File: src/rtl/gpr_sel_seq_pkg.sv
// Shared types and constants for the GPR select/encode block and its
// block-transfer sequencer.
package gpr_sel_pkg;

    typedef enum logic [1:0] {
        IDLE = 2'd0,
        RUN  = 2'd1,
        DONE = 2'd2
    } state_e;

    localparam int DEF_NUM_REGS = 16;
    localparam int MAX_REGS     = 32;
    localparam int DEF_IR_W     = 32;
    localparam int RA_LSB       = 23;
    localparam int RB_LSB       = 19;
    localparam int RC_LSB       = 15;

    // Full-width one-hot; callers keep the low NUM_REGS bits.
    function automatic logic [MAX_REGS-1:0] onehot(input logic [4:0] idx);
        onehot = 32'd1 << idx;
    endfunction

endpackage

File: src/rtl/gpr_sel_seq_if.sv
// Control-unit side bundle of the GPR select block: decode controls,
// block-transfer handshake and the register enables it produces.
interface gpr_sel_seq_if #(
    parameter int NUM_REGS = 16,
    parameter int IR_W     = 32
);
    localparam int IDX_W = $clog2(NUM_REGS);

    logic [IR_W-1:0]     ir;
    logic                gra;
    logic                grb;
    logic                grc;
    logic                rin;
    logic                rout;
    logic                baout;
    logic                start;
    logic [NUM_REGS-1:0] blk_mask;
    logic                blk_dir;
    logic                step_ack;
    logic [NUM_REGS-1:0] gpr_in;
    logic [NUM_REGS-1:0] gpr_out;
    logic                ba_zero;
    logic [IDX_W-1:0]    cur_idx;
    logic                busy;
    logic                done;

    modport master (
        output ir, gra, grb, grc, rin, rout, baout,
        output start, blk_mask, blk_dir, step_ack,
        input  gpr_in, gpr_out, ba_zero, cur_idx, busy, done
    );

    modport slave (
        input  ir, gra, grb, grc, rin, rout, baout,
        input  start, blk_mask, blk_dir, step_ack,
        output gpr_in, gpr_out, ba_zero, cur_idx, busy, done
    );
endinterface

File: src/rtl/gpr_sel_seq_lowest_set_enc.sv
// Priority encoder for the lowest set bit of a register mask: index,
// isolated one-hot and a non-empty flag.
module lowest_set_enc #(
    parameter int NUM_REGS = 16,
    parameter int IDX_W    = $clog2(NUM_REGS)
) (
    input  logic [NUM_REGS-1:0] vec_i,
    output logic [IDX_W-1:0]    idx_o,
    output logic [NUM_REGS-1:0] onehot_o,
    output logic                any_o
);

    // Scan from the top so the lowest set bit is the last one written.
    always_comb begin
        idx_o = '0;
        for (int i = NUM_REGS - 1; i >= 0; i--) begin
            idx_o = vec_i[i] ? IDX_W'(i) : idx_o;
        end
    end

    assign onehot_o = vec_i & (~vec_i + NUM_REGS'(1));
    assign any_o    = |vec_i;

endmodule

File: src/rtl/gpr_sel_seq.sv
// Registered GPR enable decoder with a block-transfer sequencer that walks
// a register mask one register per acknowledged cycle.
module gpr_sel_seq #(
    parameter int NUM_REGS = gpr_sel_pkg::DEF_NUM_REGS,
    parameter int IDX_W    = $clog2(NUM_REGS),
    parameter int IR_W     = gpr_sel_pkg::DEF_IR_W,
    parameter int RA_LSB   = gpr_sel_pkg::RA_LSB,
    parameter int RB_LSB   = gpr_sel_pkg::RB_LSB,
    parameter int RC_LSB   = gpr_sel_pkg::RC_LSB
) (
    input  logic          clk,
    input  logic          clr,
    gpr_sel_seq_if.slave  bus
);
    import gpr_sel_pkg::*;

    state_e              state_q, state_d;
    logic [NUM_REGS-1:0] pend_q, pend_d, pend_clr_s;
    logic                dir_q, dir_d;

    logic [IDX_W-1:0]    field_s;
    logic                field_vld_s;
    logic [MAX_REGS-1:0] field_oh_full_s;
    logic [NUM_REGS-1:0] field_oh_s;
    logic [NUM_REGS-1:0] sin_s, sout_s;
    logic                ba_r0_s;

    logic [IDX_W-1:0]    nxt_idx_s;
    logic [NUM_REGS-1:0] nxt_oh_s;
    logic                nxt_any_s;

    logic [NUM_REGS-1:0] gpr_in_q, gpr_in_d;
    logic [NUM_REGS-1:0] gpr_out_q, gpr_out_d;
    logic                ba_zero_q, ba_zero_d;
    logic [IDX_W-1:0]    cur_idx_q, cur_idx_d;
    logic                busy_q, busy_d;
    logic                done_q, done_d;

    logic                unused_s;

    // Field mux: gra beats grb beats grc.
    always_comb begin
        field_s     = '0;
        field_vld_s = 1'b0;
        if (bus.gra) begin
            field_s     = bus.ir[RA_LSB +: IDX_W];
            field_vld_s = 1'b1;
        end else if (bus.grb) begin
            field_s     = bus.ir[RB_LSB +: IDX_W];
            field_vld_s = 1'b1;
        end else if (bus.grc) begin
            field_s     = bus.ir[RC_LSB +: IDX_W];
            field_vld_s = 1'b1;
        end else begin
            field_vld_s = 1'b0;
        end
    end

    assign field_oh_full_s = onehot(5'(field_s));
    assign field_oh_s      = field_oh_full_s[NUM_REGS-1:0];
    assign unused_s        = ^{bus.ir, field_oh_full_s};

    // Single-mode decode; baout on R0 reads a constant zero instead of R0.
    always_comb begin
        sin_s   = '0;
        sout_s  = '0;
        ba_r0_s = 1'b0;
        if (field_vld_s) begin
            ba_r0_s = bus.baout && (field_s == '0);
            if (bus.rin) sin_s = field_oh_s;
            else         sin_s = '0;
            if (bus.rout || (bus.baout && !ba_r0_s)) sout_s = field_oh_s;
            else                                      sout_s = '0;
        end else begin
            ba_r0_s = 1'b0;
        end
    end

    assign pend_clr_s = pend_q & (pend_q - NUM_REGS'(1));

    // Sequencer next state and pending mask.
    always_comb begin
        state_d = state_q;
        pend_d  = pend_q;
        dir_d   = dir_q;
        case (state_q)
            IDLE: begin
                if (bus.start) begin
                    pend_d  = bus.blk_mask;
                    dir_d   = bus.blk_dir;
                    state_d = (|bus.blk_mask) ? RUN : DONE;
                end else begin
                    state_d = IDLE;
                end
            end
            RUN: begin
                if (bus.step_ack) begin
                    pend_d  = pend_clr_s;
                    state_d = (|pend_clr_s) ? RUN : DONE;
                end else begin
                    pend_d = pend_q;
                end
            end
            DONE: begin
                state_d = IDLE;
                pend_d  = '0;
            end
            default: begin
                state_d = IDLE;
                pend_d  = '0;
            end
        endcase
    end

    lowest_set_enc #(
        .NUM_REGS (NUM_REGS),
        .IDX_W    (IDX_W)
    ) u_enc (
        .vec_i    (pend_d),
        .idx_o    (nxt_idx_s),
        .onehot_o (nxt_oh_s),
        .any_o    (nxt_any_s)
    );

    // Next output values, looked ahead from the next state so outputs are registered.
    always_comb begin
        gpr_in_d  = '0;
        gpr_out_d = '0;
        ba_zero_d = 1'b0;
        cur_idx_d = '0;
        busy_d    = 1'b0;
        done_d    = 1'b0;
        if ((state_d == RUN) && nxt_any_s) begin
            busy_d    = 1'b1;
            cur_idx_d = nxt_idx_s;
            if (dir_d) gpr_in_d  = nxt_oh_s;
            else       gpr_out_d = nxt_oh_s;
        end else if ((state_q == IDLE) && (state_d == IDLE)) begin
            gpr_in_d  = sin_s;
            gpr_out_d = sout_s;
            ba_zero_d = ba_r0_s;
        end else begin
            done_d = (state_d == DONE);
        end
    end

    // State, mask and output registers.
    always_ff @(posedge clk or posedge clr) begin
        if (clr) begin
            state_q   <= IDLE;
            pend_q    <= '0;
            dir_q     <= 1'b0;
            gpr_in_q  <= '0;
            gpr_out_q <= '0;
            ba_zero_q <= 1'b0;
            cur_idx_q <= '0;
            busy_q    <= 1'b0;
            done_q    <= 1'b0;
        end else begin
            state_q   <= state_d;
            pend_q    <= pend_d;
            dir_q     <= dir_d;
            gpr_in_q  <= gpr_in_d;
            gpr_out_q <= gpr_out_d;
            ba_zero_q <= ba_zero_d;
            cur_idx_q <= cur_idx_d;
            busy_q    <= busy_d;
            done_q    <= done_d;
        end
    end

    assign bus.gpr_in  = gpr_in_q;
    assign bus.gpr_out = gpr_out_q;
    assign bus.ba_zero = ba_zero_q;
    assign bus.cur_idx = cur_idx_q;
    assign bus.busy    = busy_q;
    assign bus.done    = done_q;

endmodule

File: src/flat_wrapper.sv
// flat-port wrapper written by rule: the top's interface ports become plain ports
module gpr_sel_seq_flat import gpr_sel_pkg::*;
#(
    parameter int NUM_REGS = gpr_sel_pkg::DEF_NUM_REGS,
    parameter int IDX_W    = $clog2(NUM_REGS),
    parameter int IR_W     = gpr_sel_pkg::DEF_IR_W,
    parameter int RA_LSB   = gpr_sel_pkg::RA_LSB,
    parameter int RB_LSB   = gpr_sel_pkg::RB_LSB,
    parameter int RC_LSB   = gpr_sel_pkg::RC_LSB
)
  (clk, clr, bus_ir, bus_gra, bus_grb, bus_grc, bus_rin, bus_rout, bus_baout, bus_start, bus_blk_mask, bus_blk_dir, bus_step_ack, bus_gpr_in, bus_gpr_out, bus_ba_zero, bus_cur_idx, bus_busy, bus_done);
  gpr_sel_seq_if #(.NUM_REGS(NUM_REGS), .IR_W(IR_W)) bus_i ();
  input  logic clk;
  input  logic clr;
  input wire logic [$bits(bus_i.ir)-1:0] bus_ir;
  input wire logic [$bits(bus_i.gra)-1:0] bus_gra;
  input wire logic [$bits(bus_i.grb)-1:0] bus_grb;
  input wire logic [$bits(bus_i.grc)-1:0] bus_grc;
  input wire logic [$bits(bus_i.rin)-1:0] bus_rin;
  input wire logic [$bits(bus_i.rout)-1:0] bus_rout;
  input wire logic [$bits(bus_i.baout)-1:0] bus_baout;
  input wire logic [$bits(bus_i.start)-1:0] bus_start;
  input wire logic [$bits(bus_i.blk_mask)-1:0] bus_blk_mask;
  input wire logic [$bits(bus_i.blk_dir)-1:0] bus_blk_dir;
  input wire logic [$bits(bus_i.step_ack)-1:0] bus_step_ack;
  output wire logic [$bits(bus_i.gpr_in)-1:0] bus_gpr_in;
  output wire logic [$bits(bus_i.gpr_out)-1:0] bus_gpr_out;
  output wire logic [$bits(bus_i.ba_zero)-1:0] bus_ba_zero;
  output wire logic [$bits(bus_i.cur_idx)-1:0] bus_cur_idx;
  output wire logic [$bits(bus_i.busy)-1:0] bus_busy;
  output wire logic [$bits(bus_i.done)-1:0] bus_done;
  assign bus_i.ir = bus_ir;
  assign bus_i.gra = bus_gra;
  assign bus_i.grb = bus_grb;
  assign bus_i.grc = bus_grc;
  assign bus_i.rin = bus_rin;
  assign bus_i.rout = bus_rout;
  assign bus_i.baout = bus_baout;
  assign bus_i.start = bus_start;
  assign bus_i.blk_mask = bus_blk_mask;
  assign bus_i.blk_dir = bus_blk_dir;
  assign bus_i.step_ack = bus_step_ack;
  assign bus_gpr_in = bus_i.gpr_in;
  assign bus_gpr_out = bus_i.gpr_out;
  assign bus_ba_zero = bus_i.ba_zero;
  assign bus_cur_idx = bus_i.cur_idx;
  assign bus_busy = bus_i.busy;
  assign bus_done = bus_i.done;
  gpr_sel_seq #(.NUM_REGS(NUM_REGS), .IDX_W(IDX_W), .IR_W(IR_W), .RA_LSB(RA_LSB), .RB_LSB(RB_LSB), .RC_LSB(RC_LSB)) u_core (.clk(clk), .clr(clr), .bus(bus_i));
endmodule
File: config.mk
export PLATFORM = sky130hd
export DESIGN_NAME = gpr_sel_seq_flat
export DESIGN_NICKNAME = d
export VERILOG_FILES = /design/src/rtl/gpr_sel_seq_pkg.sv /design/src/rtl/gpr_sel_seq_if.sv /design/src/rtl/gpr_sel_seq_lowest_set_enc.sv /design/src/rtl/gpr_sel_seq.sv /design/src/flat_wrapper.sv
export SDC_FILE = /design/constraint.sdc
export NUM_CORES = 1
export LEC_CHECK = 0
export ABC_AREA = 1
export BUFFER_PORTS_ARGS = -buffer_cell sky130_fd_sc_hd__buf_2
export CORE_ASPECT_RATIO = 1.75
export CORE_UTILIZATION = 35
export DETAILED_ROUTE_END_ITERATION = 10
export SLEW_MARGIN = 20
export SYNTH_ARGS = -nofsm -noshare
export SYNTH_HDL_FRONTEND = slang
export SYNTH_SLANG_ARGS = --single-unit
File: constraint.sdc
create_clock -name clk -period 2.5 [get_ports clk]
set_input_delay 0.5 -clock clk [delete_from_list [all_inputs] [get_ports clk]]
set_output_delay 0.5 -clock clk [all_outputs]
set_load 0.01 [all_outputs]
==> out/qor.csv <==
metric,value,unit
vias in the first global route,3659,
synth-to-layout area growth,41.4,%
peak supply drop,0.000636,V
"Hold-fix buffers, CTS",0,
max_slew headroom,0.579,
Final Critical Period,2.38,ns
DR WL/cell,14.5,um
Worst Path Max Fanout,10,
Die H,132,um
share of cells above drive strength 1,0.337,
CTS Buffer Depth,2,
fmax,0.420,GHz
Synth cell types,40,
die footprint,0.0101,mm^2
"flops & latches, synth",58,
CTS buffer count,9,
Startpoint Class,register,
initial antenna violation count,0,
Final Setup Violations,0,
clock skew,0.00556,ns
Nets,666,
Clock Latency Late Sink,0.32,ns
diode count,0,
mapped cell area,0.00340,mm^2
most frequent cells in the layout,"nand2_1 (122), buf_2 (77), buf_4 (67), nor2_1 (62)",
dpl hpwl,8.56,mm
"Core Util, Final",0.507,
aggregate global routing overflow,0,
clk sink count,58,
"Req. time, crit path",2.70,ns
Std-Cell Rows,47,
Pwr per Cell Area,1250,mW/mm^2
outcome,finished clean,
final hold violation count,0,
via/cell ratio,4.84,
Worst EP arrival,2.58,ns
async set or reset register ratio after synthesis,1.00,
initial core utilization,0.359,
clock slew at reported path FFs,0.05,ns
Slew Limit Fails,0,
"commonest non-fill, non-tap cell in the layout",nand2_1,
PortBufs,77,
Detailed Route Iter0 Violations,107,
Vias,3549,
htree depth,3,
Clock Tree Root,clkbuf_16,
Post-synth EDFFs,0,
Post-Route WL,10.6,mm
Final Cycle Share,0.951,
Least-Margin Pin Slew,0.630,ns
Setup TNS,0,ns
area of the core,0.00947,mm^2
Post-Synthesis Cells,460,
HP Class,in2async,
unrepaired setup endpoints after global routing,true,
syn_nets,519,
sequential area share after synthesis,0.427,
Worst Setup End Kind,register,
Overall Global Routing Usage,0.220,
Main synth FF type,dfrtp_1,
WHS,0.256,ns
Filler cells,910,
I/O Pins,98,
gpl congestion,0.983,
CTS tree,yes,
leakage power,2.69,nW
Synth Warn #,0,
maxcap violations,0,
"Avg Cell Area, Syn",7.38,um^2
Die Width,76.5,um
largest net degree at the start of global routing,29,
DRC violations left,0,
detailed-router iteration count before antenna repair,4,
Post-DRT Antenna Nets,0,
first-pass GRT wire length,17.0,mm
WS Path Type,reg2reg,
[final timing paths]
kind                                              from                               end  slack (ns)  cells after the start
setup / recovery            u_core.pend_q[3]$_DFF_PP0_  u_core.bus.gpr_out[14]$_DFF_PP0_        0.12                     15
hold / removal                                     clr         u_core.bus.done$_DFF_PP0_        0.26                      2
setup reg to reg            u_core.pend_q[3]$_DFF_PP0_  u_core.bus.gpr_out[14]$_DFF_PP0_        0.12                     15
hold reg to reg            u_core.pend_q[15]$_DFF_PP0_       u_core.pend_q[15]$_DFF_PP0_        0.63                      2
max in group asynchronous                          clr        u_core.pend_q[9]$_DFF_PP0_        1.57                      3
min in group clk                             bus_baout      u_core.bus.ba_zero$_DFF_PP0_        0.45                      2
[sequential cells by signal, indices dropped and copies added (netlist names)]
signal,cells
u_core.bus.ba_zero,1
u_core.bus.done,1
u_core.bus.gpr_out,16
u_core.bus.gpr_in,16
u_core.dir_q,1
u_core.bus.cur_idx,4
u_core.state_q,2
u_core.bus.busy,1
u_core.pend_q,16
[area by class of cell]
class	count	area (um^2)	share of cell area
well taps	122	153	0.0318
repair buffers	146	928	0.193
clock inverters	4	97.6	0.0203
inverters	63	236	0.0493
flip-flops and latches	58	1450	0.302
clock buffers	12	256	0.0534
multi-input cells	329	1680	0.349
[routing by layer]
metal	vias up	global-route usage	routed length, um
li1	1759	-	-
met1	1649	0.211	3800
met2	108	0.433	5960
met3	33	0.0263	349
met4	0	0.131	508
met5	-	0	0
[cell families (layout without fill, tap and decap cells)]
family / count (synthesis) / count (layout) / share of synthesized area
buf+inv: 73 / 225 / 0.0928
compound gates: 58 / 58 / 0.119
flops: 58 / 58 / 0.427
simple gates: 271 / 271 / 0.361
[critical path, stage by stage, from the launching register on]
cell	delay, ns
dfrtp_1	0.43
nor2_4	0.15
nand2_2	0.10
buf_4	0.17
nor2_1	0.13
nand3_1	0.12
a21oi_2	0.20
inv_1	0.11
nor2_2	0.12
nand2_1	0.10
nand3b_4	0.20
nand2_4	0.12
nor2_4	0.05
buf_12	0.13
nand2_1	0.05
nand2_1	0.08
[stage by stage]
stage                     worst slack (ns)  instance area [um^2]  power (mW)  std cells
after floorplan                      0.334                  3400        3.02        460
after global placement              0.0677                  4390        4.42        717
after detailed placement            0.0254                  4390        4.47        717
after CTS                           0.0296                  4740        5.94        733
after global routing               -0.0408                  4800        6.37        734
final                                0.122                  4800        6.00        734
[timing repair]
action                                 4_1_cts  5_1_grt
endpoints found under the hold margin        0        0
gates resized for setup                      0       14
buffers inserted                             0        1
setup endpoints to repair                    0       31
[power breakdown]
group	total, mW	internal, mW	leakage, nW	switching (mW)
Sequential	1.35	1.19	0.767	0.155
Combinational	3.22	1.41	1.75	1.81
Clock	1.44	1.03	0.169	0.410
Total	6.00	3.63	2.69	2.37
[Yosys cell counts, types with 2 or more instances]
cell type / n / area share
buf_6: 4 / 0.013
nor3_1: 13 / 0.019
nand2_1: 122 / 0.13
nand2_2: 8 / 0.015
inv_1: 59 / 0.065
a21boi_1: 2 / 0.0044
o21ai_0: 12 / 0.018
inv_2: 3 / 0.0033
nand2_4: 4 / 0.013
nor4_1: 3 / 0.0055
a21oi_1: 16 / 0.024
o21ai_4: 2 / 0.0096
a31oi_1: 3 / 0.0055
o21ai_1: 3 / 0.0044
nor2_1: 67 / 0.074
o22ai_1: 9 / 0.017
clkbuf_1: 4 / 0.0044
a22oi_1: 2 / 0.0044
dfrtp_1: 58 / 0.43
nand3_1: 39 / 0.057
nor2_2: 3 / 0.0055
nor2_4: 6 / 0.020
Note: power is estimated with default switching activity, not from simulation.
